`src/rtl/decode_stage.sv`:
```
// decode_stage: RV32I (optionally RV32M) instruction decode with a
// valid/ready handshake on both sides.
//
// Parameters
//   M_EXT : 1 enables decoding of the MUL/DIV/REM family.
//   SKID  : 1 gives an output register plus one skid entry with a registered
//           in_ready; 0 gives a single output register.
//   PC_W  : width of the PC carried with each instruction.
//
// Ports
//   clk, rst_n          clock and asynchronous active-low reset
//   flush               drops every held bundle and the incoming instruction
//   in_valid/in_ready   upstream handshake; in_ir/in_pc are the instruction
//   out_valid/out_ready downstream handshake; the remaining outputs are the
//                       decoded bundle (register numbers, immediate, ALU code,
//                       operand sources and control flags)
//   illegal_cnt         saturating count of illegal bundles handed downstream
//
// ALU codes and operand source codes are defined as localparams below.
module decode_stage #(
  parameter int M_EXT = 0,
  parameter int SKID  = 1,
  parameter int PC_W  = 32
) (
  input  logic            clk,
  input  logic            rst_n,
  input  logic            flush,
  input  logic            in_valid,
  output logic            in_ready,
  input  logic [31:0]     in_ir,
  input  logic [PC_W-1:0] in_pc,
  output logic            out_valid,
  input  logic            out_ready,
  output logic [PC_W-1:0] out_pc,
  output logic [4:0]      srcreg1_num,
  output logic [4:0]      srcreg2_num,
  output logic [4:0]      dstreg_num,
  output logic [31:0]     imm,
  output logic [5:0]      alucode,
  output logic [1:0]      aluop1_type,
  output logic [1:0]      aluop2_type,
  output logic            reg_we,
  output logic            is_load,
  output logic            is_store,
  output logic            is_halt,
  output logic            is_illegal,
  output logic [7:0]      illegal_cnt
);

  // ALU operation codes
  localparam logic [5:0] ALU_LUI  = 6'd0;
  localparam logic [5:0] ALU_JAL  = 6'd1;
  localparam logic [5:0] ALU_JALR = 6'd2;
  localparam logic [5:0] ALU_BEQ  = 6'd3;
  localparam logic [5:0] ALU_BNE  = 6'd4;
  localparam logic [5:0] ALU_BLT  = 6'd5;
  localparam logic [5:0] ALU_BGE  = 6'd6;
  localparam logic [5:0] ALU_BLTU = 6'd7;
  localparam logic [5:0] ALU_BGEU = 6'd8;
  localparam logic [5:0] ALU_LB   = 6'd9;
  localparam logic [5:0] ALU_LH   = 6'd10;
  localparam logic [5:0] ALU_LW   = 6'd11;
  localparam logic [5:0] ALU_LBU  = 6'd12;
  localparam logic [5:0] ALU_LHU  = 6'd13;
  localparam logic [5:0] ALU_SB   = 6'd14;
  localparam logic [5:0] ALU_SH   = 6'd15;
  localparam logic [5:0] ALU_SW   = 6'd16;
  localparam logic [5:0] ALU_ADD  = 6'd17;
  localparam logic [5:0] ALU_SUB  = 6'd18;
  localparam logic [5:0] ALU_XOR  = 6'd19;
  localparam logic [5:0] ALU_OR   = 6'd20;
  localparam logic [5:0] ALU_AND  = 6'd21;
  localparam logic [5:0] ALU_SLL  = 6'd22;
  localparam logic [5:0] ALU_SRL  = 6'd23;
  localparam logic [5:0] ALU_SRA  = 6'd24;
  localparam logic [5:0] ALU_SLT  = 6'd25;
  localparam logic [5:0] ALU_SLTU = 6'd26;
  // MUL, MULH, MULHSU, MULHU, DIV, DIVU, REM, REMU occupy 27..34 in funct3 order
  localparam logic [5:0] ALU_MUL  = 6'd27;
  localparam logic [5:0] ALU_NOP  = 6'd63;

  // Operand source codes
  localparam logic [1:0] OP_NONE = 2'd0;
  localparam logic [1:0] OP_REG  = 2'd1;
  localparam logic [1:0] OP_IMM  = 2'd2;
  localparam logic [1:0] OP_PC   = 2'd3;

  localparam logic [6:0] OPC_LUI    = 7'b0110111;
  localparam logic [6:0] OPC_AUIPC  = 7'b0010111;
  localparam logic [6:0] OPC_JAL    = 7'b1101111;
  localparam logic [6:0] OPC_JALR   = 7'b1100111;
  localparam logic [6:0] OPC_BRANCH = 7'b1100011;
  localparam logic [6:0] OPC_LOAD   = 7'b0000011;
  localparam logic [6:0] OPC_STORE  = 7'b0100011;
  localparam logic [6:0] OPC_OPIMM  = 7'b0010011;
  localparam logic [6:0] OPC_OP     = 7'b0110011;
  localparam logic [6:0] OPC_SYSTEM = 7'b1110011;

  typedef struct packed {
    logic [PC_W-1:0] pc;
    logic [4:0]      rs1;
    logic [4:0]      rs2;
    logic [4:0]      rd;
    logic [31:0]     imm;
    logic [5:0]      alucode;
    logic [1:0]      op1;
    logic [1:0]      op2;
    logic            reg_we;
    logic            is_load;
    logic            is_store;
    logic            is_halt;
    logic            is_illegal;
  } bundle_t;

  // ---------------------------------------------------------------------
  // Combinational decode of the incoming word
  // ---------------------------------------------------------------------
  bundle_t     dec;
  logic [6:0]  opcode;
  logic [2:0]  f3;
  logic [6:0]  f7;
  logic        writes_rd;
  logic [31:0] imm_i, imm_s, imm_b, imm_u, imm_j, imm_sh;

  assign opcode = in_ir[6:0];
  assign f3     = in_ir[14:12];
  assign f7     = in_ir[31:25];
  assign imm_i  = {{20{in_ir[31]}}, in_ir[31:20]};
  assign imm_s  = {{20{in_ir[31]}}, in_ir[31:25], in_ir[11:7]};
  assign imm_b  = {{19{in_ir[31]}}, in_ir[31], in_ir[7], in_ir[30:25], in_ir[11:8], 1'b0};
  assign imm_u  = {in_ir[31:12], 12'b0};
  assign imm_j  = {{11{in_ir[31]}}, in_ir[31], in_ir[19:12], in_ir[20], in_ir[30:21], 1'b0};
  assign imm_sh = {27'b0, in_ir[24:20]};

  always_comb begin
    dec        = '0;
    dec.pc     = in_pc;
    dec.alucode = ALU_NOP;
    writes_rd  = 1'b0;
    case (opcode)
      OPC_LUI: begin
        dec.rd = in_ir[11:7]; dec.imm = imm_u;
        dec.alucode = ALU_LUI; dec.op2 = OP_IMM; writes_rd = 1'b1;
      end
      OPC_AUIPC: begin
        dec.rd = in_ir[11:7]; dec.imm = imm_u;
        dec.alucode = ALU_ADD; dec.op1 = OP_PC; dec.op2 = OP_IMM; writes_rd = 1'b1;
      end
      OPC_JAL: begin
        dec.rd = in_ir[11:7]; dec.imm = imm_j;
        dec.alucode = ALU_JAL; dec.op1 = OP_PC; dec.op2 = OP_IMM; writes_rd = 1'b1;
      end
      OPC_JALR: begin
        dec.rs1 = in_ir[19:15]; dec.rd = in_ir[11:7]; dec.imm = imm_i;
        dec.alucode = ALU_JALR; dec.op1 = OP_REG; dec.op2 = OP_IMM; writes_rd = 1'b1;
      end
      OPC_BRANCH: begin
        dec.rs1 = in_ir[19:15]; dec.rs2 = in_ir[24:20]; dec.imm = imm_b;
        dec.op1 = OP_REG; dec.op2 = OP_REG;
        case (f3)
          3'b000:  dec.alucode = ALU_BEQ;
          3'b001:  dec.alucode = ALU_BNE;
          3'b100:  dec.alucode = ALU_BLT;
          3'b101:  dec.alucode = ALU_BGE;
          3'b110:  dec.alucode = ALU_BLTU;
          3'b111:  dec.alucode = ALU_BGEU;
          default: dec.is_illegal = 1'b1;
        endcase
      end
      OPC_LOAD: begin
        dec.rs1 = in_ir[19:15]; dec.rd = in_ir[11:7]; dec.imm = imm_i;
        dec.op1 = OP_REG; dec.op2 = OP_IMM; dec.is_load = 1'b1; writes_rd = 1'b1;
        case (f3)
          3'b000:  dec.alucode = ALU_LB;
          3'b001:  dec.alucode = ALU_LH;
          3'b010:  dec.alucode = ALU_LW;
          3'b100:  dec.alucode = ALU_LBU;
          3'b101:  dec.alucode = ALU_LHU;
          default: dec.is_illegal = 1'b1;
        endcase
      end
      OPC_STORE: begin
        dec.rs1 = in_ir[19:15]; dec.rs2 = in_ir[24:20]; dec.imm = imm_s;
        dec.op1 = OP_REG; dec.op2 = OP_REG; dec.is_store = 1'b1;
        case (f3)
          3'b000:  dec.alucode = ALU_SB;
          3'b001:  dec.alucode = ALU_SH;
          3'b010:  dec.alucode = ALU_SW;
          default: dec.is_illegal = 1'b1;
        endcase
      end
      OPC_OPIMM: begin
        dec.rs1 = in_ir[19:15]; dec.rd = in_ir[11:7]; dec.imm = imm_i;
        dec.op1 = OP_REG; dec.op2 = OP_IMM; writes_rd = 1'b1;
        case (f3)
          3'b000: dec.alucode = ALU_ADD;
          3'b010: dec.alucode = ALU_SLT;
          3'b011: dec.alucode = ALU_SLTU;
          3'b100: dec.alucode = ALU_XOR;
          3'b110: dec.alucode = ALU_OR;
          3'b111: dec.alucode = ALU_AND;
          3'b001: begin
            dec.imm = imm_sh;
            dec.alucode = ALU_SLL;
            if (f7 != 7'b0000000) dec.is_illegal = 1'b1;
          end
          default: begin  // 3'b101: SRLI / SRAI selected by ir[30]
            dec.imm = imm_sh;
            if (f7 == 7'b0000000)      dec.alucode = ALU_SRL;
            else if (f7 == 7'b0100000) dec.alucode = ALU_SRA;
            else                       dec.is_illegal = 1'b1;
          end
        endcase
      end
      OPC_OP: begin
        dec.rs1 = in_ir[19:15]; dec.rs2 = in_ir[24:20]; dec.rd = in_ir[11:7];
        dec.op1 = OP_REG; dec.op2 = OP_REG; writes_rd = 1'b1;
        if (f7 == 7'b0000000) begin
          case (f3)
            3'b000:  dec.alucode = ALU_ADD;
            3'b001:  dec.alucode = ALU_SLL;
            3'b010:  dec.alucode = ALU_SLT;
            3'b011:  dec.alucode = ALU_SLTU;
            3'b100:  dec.alucode = ALU_XOR;
            3'b101:  dec.alucode = ALU_SRL;
            3'b110:  dec.alucode = ALU_OR;
            default: dec.alucode = ALU_AND;
          endcase
        end else if (f7 == 7'b0100000) begin
          if (f3 == 3'b000)      dec.alucode = ALU_SUB;
          else if (f3 == 3'b101) dec.alucode = ALU_SRA;
          else                   dec.is_illegal = 1'b1;
        end else if ((f7 == 7'b0000001) && (M_EXT != 0)) begin
          dec.alucode = ALU_MUL + {3'b000, f3};
        end else begin
          dec.is_illegal = 1'b1;
        end
      end
      OPC_SYSTEM: begin
        // Only ECALL and EBREAK are supported; both stop the core
        if ((in_ir == 32'h0000_0073) || (in_ir == 32'h0010_0073)) dec.is_halt = 1'b1;
        else                                                      dec.is_illegal = 1'b1;
      end
      default: dec.is_illegal = 1'b1;
    endcase

    dec.reg_we = writes_rd && (in_ir[11:7] != 5'd0);

    // An illegal word must not cause any architectural side effect downstream
    if (dec.is_illegal) begin
      dec.alucode  = ALU_NOP;
      dec.op1      = OP_NONE;
      dec.op2      = OP_NONE;
      dec.reg_we   = 1'b0;
      dec.is_load  = 1'b0;
      dec.is_store = 1'b0;
      dec.is_halt  = 1'b0;
    end
  end

  // ---------------------------------------------------------------------
  // Output register, optional skid entry, handshake
  // ---------------------------------------------------------------------
  bundle_t    out_bundle_reg, out_bundle_next;
  bundle_t    skid_bundle_reg, skid_bundle_next;
  logic       out_valid_reg, out_valid_next;
  logic       skid_full_reg, skid_full_next;
  logic       ready_reg;
  logic [7:0] illegal_cnt_reg, illegal_cnt_next;
  logic       out_fire, accept;

  // ready_reg is 0 in reset and tracks !skid_full afterwards; with SKID=0 the
  // skid entry never fills, so it simply becomes 1 after reset.
  assign in_ready = (SKID != 0) ? ready_reg
                                : (ready_reg && (!out_valid_reg || out_ready));
  assign out_fire = out_valid_reg && out_ready;
  assign accept   = in_valid && in_ready && !flush;

  always_comb begin
    out_bundle_next  = out_bundle_reg;
    skid_bundle_next = skid_bundle_reg;
    out_valid_next   = out_valid_reg;
    skid_full_next   = skid_full_reg;
    illegal_cnt_next = illegal_cnt_reg;

    if (flush) begin
      out_valid_next = 1'b0;
      skid_full_next = 1'b0;
    end else if (!out_valid_reg || out_fire) begin
      // Output slot frees up: the older skid bundle always goes first
      if (skid_full_reg) begin
        out_bundle_next = skid_bundle_reg;
        out_valid_next  = 1'b1;
        skid_full_next  = 1'b0;
      end else if (accept) begin
        out_bundle_next = dec;
        out_valid_next  = 1'b1;
      end else begin
        out_valid_next  = 1'b0;
      end
    end else if (accept && (SKID != 0)) begin
      skid_bundle_next = dec;
      skid_full_next   = 1'b1;
    end

    // The downstream consumer saw this bundle, so it counts even under flush
    if (out_fire && out_bundle_reg.is_illegal && (illegal_cnt_reg != 8'hFF))
      illegal_cnt_next = illegal_cnt_reg + 8'd1;
  end

  always_ff @(posedge clk or negedge rst_n) begin
    if (!rst_n) begin
      out_bundle_reg  <= '0;
      skid_bundle_reg <= '0;
      out_valid_reg   <= 1'b0;
      skid_full_reg   <= 1'b0;
      ready_reg       <= 1'b0;
      illegal_cnt_reg <= 8'd0;
    end else begin
      out_bundle_reg  <= out_bundle_next;
      skid_bundle_reg <= skid_bundle_next;
      out_valid_reg   <= out_valid_next;
      skid_full_reg   <= skid_full_next;
      ready_reg       <= !skid_full_next;
      illegal_cnt_reg <= illegal_cnt_next;
    end
  end

  assign out_valid   = out_valid_reg;
  assign out_pc      = out_bundle_reg.pc;
  assign srcreg1_num = out_bundle_reg.rs1;
  assign srcreg2_num = out_bundle_reg.rs2;
  assign dstreg_num  = out_bundle_reg.rd;
  assign imm         = out_bundle_reg.imm;
  assign alucode     = out_bundle_reg.alucode;
  assign aluop1_type = out_bundle_reg.op1;
  assign aluop2_type = out_bundle_reg.op2;
  assign reg_we      = out_bundle_reg.reg_we;
  assign is_load     = out_bundle_reg.is_load;
  assign is_store    = out_bundle_reg.is_store;
  assign is_halt     = out_bundle_reg.is_halt;
  assign is_illegal  = out_bundle_reg.is_illegal;
  assign illegal_cnt = illegal_cnt_reg;

endmodule

```
`config.mk`:
```
export PLATFORM = sky130hd
export DESIGN_NAME = decode_stage
export DESIGN_NICKNAME = d
export VERILOG_FILES = /design/src/rtl/decode_stage.sv
export SDC_FILE = /design/constraint.sdc
export NUM_CORES = 1
export LEC_CHECK = 0
export BUFFER_PORTS_ARGS = -buffer_cell sky130_fd_sc_hd__buf_2
export CAP_MARGIN = 20
export CORE_MARGIN = 2
export CORE_UTILIZATION = 40
export DETAILED_ROUTE_END_ITERATION = 10
export RECOVER_POWER = 100
export SYNTH_ARGS = -nofsm -noshare
export SYNTH_HDL_FRONTEND = slang
export SYNTH_SLANG_ARGS = --single-unit
export TNS_END_PERCENT = 1
```
`constraint.sdc`:
```
create_clock -name clk -period 1.6 [get_ports clk]
set_input_delay 0.16 -clock clk [delete_from_list [all_inputs] [get_ports clk]]
set_output_delay 0.16 -clock clk [all_outputs]
set_load 0.02 [all_outputs]
```
* After elaboration in Yosys (flattened, before gate mapping)
Index checks and enable logic that the tools add are counted.
Storage, ports and cells: output and inout bits 104, input port bits 69, register bits after elaboration 199, word-level logic and storage cells 132
Cells by class: $add $sub $neg 1, mux-type cells 47, reduce and logical (&&, ||, !) cells 31, bitwise logic cells 2, eq/ne operators 21
Operators by type and width (count):
- 32-bit case mux with 6 select lines | 1
- 94-bit 2-to-1 mux | 2
- 6-bit case mux with 9 select lines | 1
- 6-bit case mux with 7 select lines | 1
- 6-bit 2-to-1 mux | 6
- 6-bit case mux with 6 select lines | 1
- 32-bit by 21-bit == test with 1-bit output, second input constant | 1
- 32-bit by 7-bit == test with 1-bit output, second input constant | 1
- 32-bit 2-to-1 mux | 1
- 6-bit case mux with 5 select lines | 1
- 7-bit by 6-bit == test with 1-bit output, second input constant | 4
- 7-bit == test, second input constant | 4
- 4-bit case mux with 7 select lines | 1
- 6-bit OR reduction | 4
- 1-bit 2-to-1 mux | 23
- 6-bit case mux with 3 select lines | 1
- 5-bit 2-to-1 mux | 3
- 7-bit by 5-bit == test with 1-bit output, second input constant | 2
- 14-bit 2-to-1 mux | 1
- 3-bit == test, second input constant | 4
- 8-bit by 1-bit adder with 8-bit output, second input constant | 1
- 8-bit != test, second input constant | 1
- 2-bit case mux with 2 select lines | 2
- 7-bit by 2-bit == test with 1-bit output, second input constant | 1
- 19 further kinds | 34

* Longest topological paths before layout
Gate-level depths: netlist of the first run.
depth in word-level cells 9, depth in mapped cells 8

* Least setup slack after synthesis of the first run
OpenSTA, ideal clock, no wires.
path type input port to flip-flop, start input port in_ir[29], end register out_bundle_reg (netlist bit alucode[3]), arrival 1.871 ns, library setup time 0.121 ns, buffers on the path 0, stages 6, slack -0.392 ns, cells stage by stage or4_1 o221a_1 or4_4 a211oi_2 nand3_1 a22o_1
On the way: cells in the longest elaborated chain, start to end 8, elaborated cells between the ends (all ways) 22, those cells by class eq/ne: 3; mux: 16; reduce/logical: 3
Ends and longest elaborated chain:
- start, declared | line 30 | input logic [31:0] in_ir,
- 7-bit by 6-bit == test with 1-bit output | line 210, 229
- 1-bit 2-to-1 mux | line 210 | else if (f7 == 7'b0100000) dec.alucode = ALU_SRA;
- 1-bit 2-to-1 mux | line 209 | if (f7 == 7'b0000000) dec.alucode = ALU_SRL;
- 1-bit case mux with 2 select lines | line 195 | case (f3)
- 1-bit case mux with 7 select lines | line 140 | case (opcode)
- 14-bit 2-to-1 mux * | line 250 | if (dec.is_illegal) begin
- 94-bit 2-to-1 mux * | line 295 | end else if (accept) begin
- 94-bit 2-to-1 mux * | line 291 | if (skid_full_reg) begin
- end signal, assigned | line 320 | out_bundle_reg <= out_bundle_next;
- end, declared | line 264 | bundle_t out_bundle_reg, out_bundle_next;
Every way passes the cells marked *; elsewhere a longest branch is shown, timed or not. The select of a mux whose other input is x is not followed. A chain may end at the register's enable or synchronous reset.

* Final worst setup path of the first run
start input port in_ir[29], end register out_bundle_reg (netlist bit is_illegal)
On the way: cells in the longest elaborated chain, start to end 7, elaborated cells between the ends (all ways) 16, those cells by class eq/ne: 3; mux: 10; reduce/logical: 3
Ends and longest elaborated chain (line):
- 7-bit by 6-bit == test with 1-bit output | 210, 229
- 1-bit 2-to-1 mux | 210
- 1-bit 2-to-1 mux | 209
- 1-bit case mux with 2 select lines | 195
- 1-bit case mux with 7 select lines * | 140
- 94-bit 2-to-1 mux * | 295
- 94-bit 2-to-1 mux * | 291
Marks and branches as above.

==> results of run 1 <==
==> power groups by stage <==
| stage | Sequential [mW] | Combinational [mW] | Clock [mW] |
|---|---|---|---|
| after floorplan | 6.56 | 0.933 | 0 |
| final | 6.05 | 2.51 | 4.20 |
| after global placement | 6.12 | 2.51 | 0 |
| after global routing | 6.14 | 2.79 | 4.56 |
| after CTS | 6.05 | 2.63 | 4.33 |
| after detailed placement | 6.15 | 2.55 | 0 |
==> worst max-delay path by stage <==
stage | to | slack [ns]
2_1_floorplan | alucode[3] | -0.23
5_1_grt | is_illegal | -0.14
3_5_place_dp | aluop2_type[1] | -0.58
3_3_place_gp | alucode[3] | -0.50
6_report | is_illegal | -0.09
4_1_cts | aluop2_type[1] | -0.05
==> worst max-delay path: stages <==
cell       delay (ns)
buf_2            0.14
nor4_4           0.39
nand2_2          0.09
or4_4            0.57
a2bb2oi_4        0.24
buf_4            0.15
nand3b_1         0.08
a22o_1           0.18
==> synthesized netlist by cell type, types with 3 or more instances <==
cell and number:
or3_1 3, inv_1 9, and3_1 14, xnor2_1 4, o31ai_1 12, o22ai_1 4
mux2i_1 41, buf_1 10, nand3_1 21, nor4_1 5, buf_2 5, o211ai_1 12
o21ai_0 116, dfrtp_1 199, nand2b_1 8, a21oi_1 62, o21a_1 12, a31oi_1 15
clkbuf_1 59, a22oi_1 4, a22o_1 4, mux2_2 5, xor2_1 3, nand2_1 292
nand3b_1 23, nor2_1 50, nor3_1 11, nor2b_1 8, nand4_1 5
==> per-stage QoR <==
stage                     std cells  cell area [um2]  total power, mW  hold slack (ns)  TNS, ns
after floorplan                1052             9430             7.49           -0.136   -22.15
after global placement         1606            11600             8.63           0.0277   -18.28
after detailed placement       1606            11600             8.70           0.0249   -21.20
after CTS                      1672            12600             13.0           0.0151   -0.116
after global routing           1673            12400             13.5           0.0392    -7.78
final                          1673            12400             12.8           0.0300   -0.472
==> cells by family after synthesis <==
| logic type | synth area share (%) |
|---|---|
| buffers and inverters | 3.38 |
| XOR/XNOR | 0.651 |
| multiplexers | 4.96 |
| AND/OR/NAND/NOR | 21.9 |
| flip-flops | 52.9 |
| adder cells (fa/ha/maj) | 0.133 |
| AO/OA/AOI/OAI | 16.1 |
==> layer usage <==
metal | global-route usage, % | routed length [um] | up-vias
li1 | - | - | 4202
met1 | 30.3 | 12200 | 4016
met2 | 36.2 | 13000 | 227
met3 | 4.82 | 1380 | 44
met4 | 8.31 | 759 | 0
met5 | 0 | 0 | -
==> cell type report <==
class,count,area (um2),area share (%)
Multi-Input combinational cell,770,4210,33.9
Inverter,9,33.8,0.272
Sequential cell,199,4980,40.2
Timing Repair Buffer,344,2200,17.7
Clock inverter,14,136,1.10
Tap cell,319,399,3.22
Clock buffer,18,439,3.54
==> what timing repair did <==
action                     in CTS  in global routing
resized for setup               5                 17
setup buffers                   0                  1
setup endpoints to repair      75                 78
hold buffers                   34                  0
pin swaps                       2                  9
hold endpoints to repair      232                  0
==> impl_metrics.tcl, run 1 <==
set metrics [dict create \
    clockRootBuffer "clkbuf_16" \
    min_period_ns 1.69 \
    synth-edff-count 0 \
    synthCells 1052 \
    preCtsSetupSlack_ns -0.582 \
    failed_checks "setup timing" \
    r2r-end "imm[20]" \
    syn2layout_area_growth_pct 31.7 \
    synth_flop_cell "dfrtp_1" \
    yosysTopAreaCell "dfrtp_1" \
    p_int_mw 8.78 \
    portBuffers 172 \
    power.switching_mw 3.98 \
    required_ns 1.91 \
    worst_slew_pin_slew_ns 0.953 \
    setup_violations 14 \
    setup_slack_ns -0.0872 \
    critPathCaptureType "register" \
    p_clk_share_pct 32.9 \
    ios 173 \
    die_width_um 157 \
    most-common-layout-cells "292 x nand2_1, 198 x dfrtp_1, 115 x buf_4, 111 x o21ai_0, 106 x clkbuf_1" \
    layout_commonest_cell "nand2_1" \
    yosys_warnings 0 \
    ir_worst_vdd_mv 0.532 \
    synth_area_leaders "dfrtp_1 53%, nand2_1 12%, o21ai_0 6.2%, mux2i_1 4.4%, a21oi_1 3.3%" \
    finalCoreUtilization_pct 53.3 \
    grt_pass1_vias 8235 \
    reg2reg_from "out_valid" \
    power_frac_seq_pct 47.4 \
    worstPathArrival_ns 2.00 \
    detail-route-antenna-nets 0 \
    fin_nets 1411 \
    min_to "skid_bundle_reg[23]" \
    grt_usage_pct 22.6 \
    largest_register_ffs 94 \
    hp-start "in_ir[28]" \
    antenna_found_initial 0 \
    cts.htree.levels 4 \
    synthArstFlopShare_pct 100 \
    status "finished with violations" \
    clockBufferDepth 2 \
    reg2regPathDepth 7 \
    rsz0062_at_grt "yes" \
    hold_viol 0 \
    routed_wl_mm 27.3 \
    finClkSkew_ns 0.0116 \
    hp-class "in2reg" \
    hold_depth 3 \
    fmax_mhz 593 \
    hpwlAfterDp_mm 19.6 \
    vias_per_cell 5.07 \
    dr.pass1.iters 5 \
    path_max_fanout 5 \
    drc 0 \
    vias 8489 \
    grt_pass1_wl_mm 43.7 \
    regToRegSetupSlack_ns -0.02 \
    critPathLaunch "in_ir[29]" \
    layout-drive-gt1-share_pct 20.1 \
    routabilityCongestion 0.913 \
    slew_headroom_pct 36.4 \
    seq_area_frac_synth_pct 52.9 \
    start_util_pct 40.5 \
    ys_types 58 \
    netlist_area_um2 9410 \
    detail_route.wl_per_cell_um 16.3 \
    cts.reportedPaths.clkPinSlew_ns 0.07 \
    crit_type "in2reg" \
    finalMaxSlewViolations 0 \
    gr-total-overflow 0 \
    synthesis.nets 1122 \
    cap_violations 0 \
    synth_top_cell_area_share_pct 52.9 \
    rows 56 \
    cellPowerDensity_nw_per_um2 1030 \
    clock-sinks 199 \
    antenna_cells 0 \
    die-area_um2 24800 \
    grt_max_degree 74 \
    fin_crit_sh_pct 105 \
    n_fill_cell 2251 \
    cts_made_buffers 17 \
    synth_seq_cells 199 \
    p_sw_share_pct 31.2 \
    drt_iter0_drc 705 \
    cp-start-kind "input port" \
    die-height_um 157 \
    syn_avg_cell_area_um2 8.95 \
    cts_tree "built" \
    p_leak_nw 5.55 \
    design.core.area_um2 23300 \
    insertion_delay_ns 0.43 \
    p_comb_share_pct 19.7 \
]
Power figures use the tool's default switching activity.
==> inputs of run 2 (changes only) <==
--- a/config.mk
+++ b/config.mk
@@ -5,6 +5,7 @@
 export SDC_FILE = /design/constraint.sdc
 export NUM_CORES = 1
 export LEC_CHECK = 0
+export ABC_AREA = 1
 export BUFFER_PORTS_ARGS = -buffer_cell sky130_fd_sc_hd__buf_2
 export CAP_MARGIN = 20
 export CORE_MARGIN = 2
==> impl_metrics.tcl, run 2 <==
set metrics [dict create \
    status "completed" \
    portBuffers 172 \
    rsz0062_at_grt "yes" \
    min_period_ns 1.49 \
    power_mw 13.4 \
    layout_commonest_cell "nand2_1" \
    cellPowerDensity_nw_per_um2 1050 \
    p_comb_share_pct 19.3 \
    netlist_area_um2 9690 \
    critPathCaptureType "register" \
    antenna_found_initial 1 \
    grt_usage_pct 21.8 \
    synth_area_leaders "dfrtp_1 51%, nand2_1 13%, o21ai_0 9.9%, nor2_1 5.2%, inv_1 3.8%" \
    die-area_um2 25500 \
    setup_violations 0 \
    fin_nets 1578 \
    grt_pass1_wl_mm 44.6 \
    required_ns 1.95 \
    ir_worst_vdd_mv 0.587 \
    yosys-top-cells-count "346 x nand2_1, 199 x dfrtp_1, 191 x o21ai_0" \
    yosys.area_share.xor_xnor_pct 0.633 \
    drc 0 \
    synthCells 1241 \
    cts.htree.levels 4 \
    yosys_warnings 0 \
    synth_top_cell_area_share_pct 51.4 \
    finalMaxSlewViolations 0 \
    placement.cell_area_um2 11700 \
    syn2layout_area_growth_pct 31.0 \
    synthArstFlopShare_pct 100 \
    design.core.area_um2 23600 \
    slew_headroom_pct 52.6 \
    start_util_pct 41.0 \
    power_frac_seq_pct 46.3 \
    clockBufferDepth 2 \
    vias 9017 \
    most-common-layout-cells "344 x nand2_1, 197 x dfrtp_1, 188 x o21ai_0, 171 x buf_2, 131 x nor2_1" \
    syn_avg_cell_area_um2 7.80 \
    cts_made_buffers 17 \
    vias_per_cell 4.90 \
    ios 173 \
    largest_register_ffs 94 \
    p_sw_share_pct 32.4 \
    synth-compound-area-share_pct 16.4 \
    grt_max_degree 126 \
    clock-sinks 199 \
    grt_pass1_vias 8443 \
    die-height_um 160 \
    hold_viol 0 \
    layout-drive-gt1-share_pct 24.7 \
    synth_seq_cells 199 \
    hp-class "in2reg" \
    p_clk_share_pct 34.5 \
    ys_types 34 \
    insertion_delay_ns 0.45 \
    routed_wl_mm 27.9 \
    detail_route.wl_per_cell_um 15.1 \
    finClkSkew_ns 0.0190 \
    gr-total-overflow 0 \
    synth-simple-area-share_pct 24.0 \
    synth-edff-count 0 \
    clockRootBuffer "clkbuf_16" \
    worst_slew_pin_slew_ns 0.712 \
    yosysMostFrequentCell "nand2_1" \
    worstPathArrival_ns 1.84 \
    synth_flop_cell "dfrtp_1" \
    fin_area_um2 12700 \
    fin_tns_setup_ns 0 \
    drt_iter0_drc 695 \
    cap_violations 0 \
    synth_top_family_by_area "simple AND/OR/NAND/NOR gates" \
    crit_type "reg2reg" \
    dr.pass1.iters 5 \
    die_width_um 160 \
    power.switching_mw 4.33 \
    path_max_fanout 38 \
    synthesis.nets 1311 \
    yosysTopAreaCell "dfrtp_1" \
    routabilityCongestion 0.912 \
    seq_area_frac_synth_pct 51.4 \
    fin_crit_sh_pct 93.3 \
    detail-route-antenna-nets 0 \
    fmax_mhz 670 \
    hpwlAfterDp_mm 19.5 \
    p_leak_nw 6.72 \
    synth_fa_ha_area_share_pct 0.129 \
    p_int_mw 9.03 \
    cts.reportedPaths.clkPinSlew_ns 0.08 \
    rows 56 \
    synth.area.mux_share_pct 0.116 \
    n_fill_cell 2269 \
    cts_tree "built" \
    cp-start-kind "register" \
]
[run 2: cell types whose count changed after synthesis, moves of 18 or more]
cell,before,now
nor2_1,50,133
o21ai_1,0,37
inv_1,9,98
nand3_1,21,53
clkbuf_1,59,41
nand2_1,292,346
nand3b_1,23,2
mux2i_1,41,0
o21ai_0,116,191
a21oi_1,62,31
[run 2: cells by family after synthesis]
family	after synthesis
compound gates	293
xor+xnor	7
fa+ha+maj	1
buf+inv	174
flops	199
mux	1
simple gates	566
[run 2: power by group through the flow]
stage,sequential (mW),combinational [mW],clock (mW)
after detailed placement,6.28,2.54,0
after global routing,6.28,2.88,4.94
after floorplan,6.63,1.04,0
final,6.18,2.57,4.60
after global placement,6.26,2.49,0
after CTS,6.18,2.60,4.72
[run 2: worst max-delay path, cell delays in order, from the launching register on]
cell and delay (ns):
dfrtp_2 0.36, inv_1 0.04, nor2_1 0.08, inv_1 0.06, nor2_2 0.09, inv_1 0.08, nor2_4 0.16, clkinv_4 0.11
buf_12 0.18, o31ai_1 0.23
[run 2: path summary, 6_finish.rpt]
path / depth (start not counted) / endpoint / slack [ns] / start
worst max-delay path: 9 / skid_bundle_reg[59] / 0.11 / out_valid
worst min-delay path: 3 / skid_bundle_reg[71] / 0.02 / in_pc[9]
worst max register to register: 9 / skid_bundle_reg[59] / 0.11 / out_valid
worst min register to register: 2 / imm[31] / 0.48 / imm[31]
max in group asynchronous: 3 / imm[11] / 0.34 / rst_n
min in group asynchronous: 2 / aluop2_type[1] / 0.18 / rst_n
[run 2: stage by stage]
stage               setup WS, ns  instances  hold slack, ns  utilization [%]
detailed placement        -0.202       1778           0.110             49.7
CTS                       0.0184       1838         0.00152             53.7
global placement          -0.171       1778           0.112             49.7
global route             -0.0229       1841          0.0157             53.7
floorplan                -0.0278       1241          -0.136                -
finish                     0.107       1841          0.0223             53.7
[run 2: area by class of cell]
class                   count  area, um2  share of cell area, %
well taps                 319        399                   3.15
flip-flops and latches    199       4980                   39.3
clock inverters            15        220                   1.74
inverters                 108        412                   3.24
diodes                      1       2.50                 0.0197
repair buffers            314       2210                   17.5
multi-input cells         868       4030                   31.8
clock buffers              17        425                   3.35
[run 2: per-layer routing]
layer	vias up	wire (um)	track usage [%]
li1	4537	-	-
met4	0	406	5.70
met3	22	1280	3.93
met2	232	13200	35.1
met5	-	0	0
met1	4226	13000	30.5
[run 2: what timing repair did]
item,in CTS,in global routing
hold buffers,28,0
resized for setup,1,10
pin swaps,0,2
buffers inserted,0,1
gates cloned,0,1
endpoints found under the setup margin,1,86
endpoints found under the hold margin,82,0
==> inputs of run 3 (changes only) <==
--- a/config.mk
+++ b/config.mk
@@ -6,11 +6,13 @@
 export NUM_CORES = 1
 export LEC_CHECK = 0
 export ABC_AREA = 1
-export BUFFER_PORTS_ARGS = -buffer_cell sky130_fd_sc_hd__buf_2
+export BUFFER_PORTS_ARGS = -buffer_cell sky130_fd_sc_hd__buf_4
 export CAP_MARGIN = 20
 export CORE_MARGIN = 2
 export CORE_UTILIZATION = 40
+export CTS_BUF_LIST = sky130_fd_sc_hd__clkbuf_8
 export DETAILED_ROUTE_END_ITERATION = 10
+export HOLD_SLACK_MARGIN = 0.08
 export RECOVER_POWER = 100
 export SYNTH_ARGS = -nofsm -noshare
 export SYNTH_HDL_FRONTEND = slang
==> impl_metrics.tcl, run 3 (same netlist as run 2, synthesis figures left out) <==
set metrics [dict create \
    routed_wl_mm 29.2 \
    cts_tree "built" \
    finClkSkew_ns 0.0145 \
    worst_slew_pin_slew_ns 0.731 \
    antenna_found_initial 0 \
    layout-drive-gt1-share_pct 19.0 \
    vias 9270 \
    rsz0062_at_grt "yes" \
    grt_pass1_vias 9044 \
    cp_num_buf_inv 5 \
    largest_register_ffs 94 \
    status "completed" \
    drt_iter0_drc 596 \
    min_period_ns 1.53 \
    layout.cells.non_filler 1880 \
    fin_crit_sh_pct 95.9 \
    preCtsSetupSlack_ns -0.222 \
    layout_commonest_cell "nand2_1" \
    slew_headroom_pct 51.3 \
    placement.cell_area_um2 12200 \
    p_leak_nw 6.51 \
    die-height_um 160 \
    dpl.cell_count 1787 \
    portBuffers 172 \
    grt_usage_pct 22.6 \
    antenna_cells 0 \
    cts_setup_buffers 0 \
    ios 173 \
    rows 56 \
    hold_viol 0 \
    hp-class "in2reg" \
    most-common-layout-cells "343 x nand2_1, 197 x dfrtp_1, 174 x buf_4, 173 x o21ai_0, 131 x nor2_1" \
    reg2reg_from "out_valid" \
    die-area_um2 25500 \
    cellPowerDensity_nw_per_um2 949 \
    vias_per_cell 4.93 \
    crit_type "reg2reg" \
    finalCoreUtilization_pct 55.0 \
    r2r-end "srcreg2_num[4]" \
    holdWs_ns 0.0957 \
    detail_route.wl_per_cell_um 15.5 \
    start_util_pct 41.0 \
    critPathTopFamily "buffers and inverters" \
    cts_made_buffers 17 \
    fin_area_um2 13000 \
    min_to "in_ready" \
    clock-sinks 199 \
    finalMaxSlewViolations 0 \
    dr.pass1.iters 5 \
    syn2layout_area_growth_pct 34.0 \
    design.core.area_um2 23600 \
    fin_nets 1618 \
    grt_max_degree 72 \
    cap_violations 0 \
    path_max_fanout 22 \
    ir_worst_vdd_mv 0.597 \
    routabilityCongestion 0.933 \
    crit_cells 9 \
    drc 0 \
    n_fill_cell 2328 \
    crit_slowest_cell "dfrtp_2" \
    critPathCaptureType "register" \
    die_width_um 160 \
    cp-start-kind "register" \
    cts.htree.levels 4 \
    worstPathArrival_ns 1.94 \
    regToRegSetupSlack_ns 0.07 \
    fmax_mhz 652 \
    grt_pass1_wl_mm 46.5 \
    cts.reportedPaths.clkPinSlew_ns 0.12 \
    clockRootBuffer "clkbuf_8" \
    cp_common_cell "inv_1" \
    detail-route-antenna-nets 0 \
    hp-start "in_valid" \
    critical_path.cell_chain "inv_1 -> nor2_1 -> inv_1 -> buf_4 -> nand3_4 -> clkinvlp_4 -> clkbuf_16 -> o21ai_0 -> o21ai_1" \
    required_ns 2.00 \
    gr-total-overflow 0 \
    setup_violations 0 \
    hpwlAfterDp_mm 20.1 \
    setup_slack_ns 0.0653 \
    hold_depth 4 \
    insertion_delay_ns 0.48 \
    clockBufferDepth 2 \
    cp_slowest_stage_delay_ns 0.42 \
    reg2regPathDepth 9 \
]
-- run 3: changes by cell type in the layout (fill, tap and decap cells not counted), moves of 2 or more --
| cell | previous run | this run |
|---|---|---|
| inv_12 | 6 | 2 |
| buf_2 | 171 | 1 |
| dlygate4sd3_1 | 28 | 57 |
| o21ai_0 | 188 | 173 |
| clkbuf_16 | 18 | 4 |
| buf_4 | 94 | 174 |
| clkbuf_1 | 0 | 95 |
| o21ai_1 | 40 | 55 |
| clkbuf_8 | 1 | 17 |
| clkbuf_2 | 0 | 2 |
| clkinv_8 | 4 | 6 |
-- run 3: worst max-delay path by stage --
stage	from	end
after global placement	in_ir[1]	dstreg_num[2]
after global routing	illegal_cnt[0]	illegal_cnt[7]
after CTS	out_valid	skid_bundle_reg[61]
after detailed placement	in_ir[1]	dstreg_num[2]
final	out_valid	srcreg2_num[4]
after floorplan	out_valid	skid_bundle_reg[47]
-- run 3: metrics by stage --
stage	total power [mW]	setup TNS (ns)
6_report	12.3	0
2_1_floorplan	7.68	-0.647
3_5_place_dp	9.12	-5.39
4_1_cts	12.6	0
5_1_grt	13.0	-0.123
3_3_place_gp	9.04	-4.03
-- run 3: repair_timing --
item / CTS / global route
gates resized for setup: 0 / 34
endpoints found under the setup margin: 0 / 123
hold buffers: 57 / 0
endpoints found under the hold margin: 277 / 0
-- run 3: tightest hold or removal path: cells and delay by family --
family	cells	cell delay (ns)
buffers and inverters	1	0.09
and+or+nand+nor	3	0.28
-- run 3: final cells by class --
class / count / area [um2] / share of cell area [%]
flip-flops and latches: 199 / 4980 / 38.4
multi-input cells: 868 / 4050 / 31.2
repair buffers: 354 / 2710 / 20.8
inverters: 108 / 413 / 3.18
well taps: 319 / 399 / 3.07
clock buffers: 17 / 234 / 1.80
clock inverters: 15 / 196 / 1.51
-- run 3: layer usage --
metal  global-route usage (%)  routed length, um  vias to the layer above
met4                     5.87                500                        0
li1                         -                  -                     4617
met2                     37.3              13900                      208
met3                     3.72               1100                       32
met1                     30.9              13800                     4413
met5                        0                  0                        -
-- run 3: power breakdown --
part           switching (mW)  internal, mW
Combinational            1.63          1.10
Clock                    2.18          1.24
Sequential              0.393          5.79
Total                    4.20          8.12
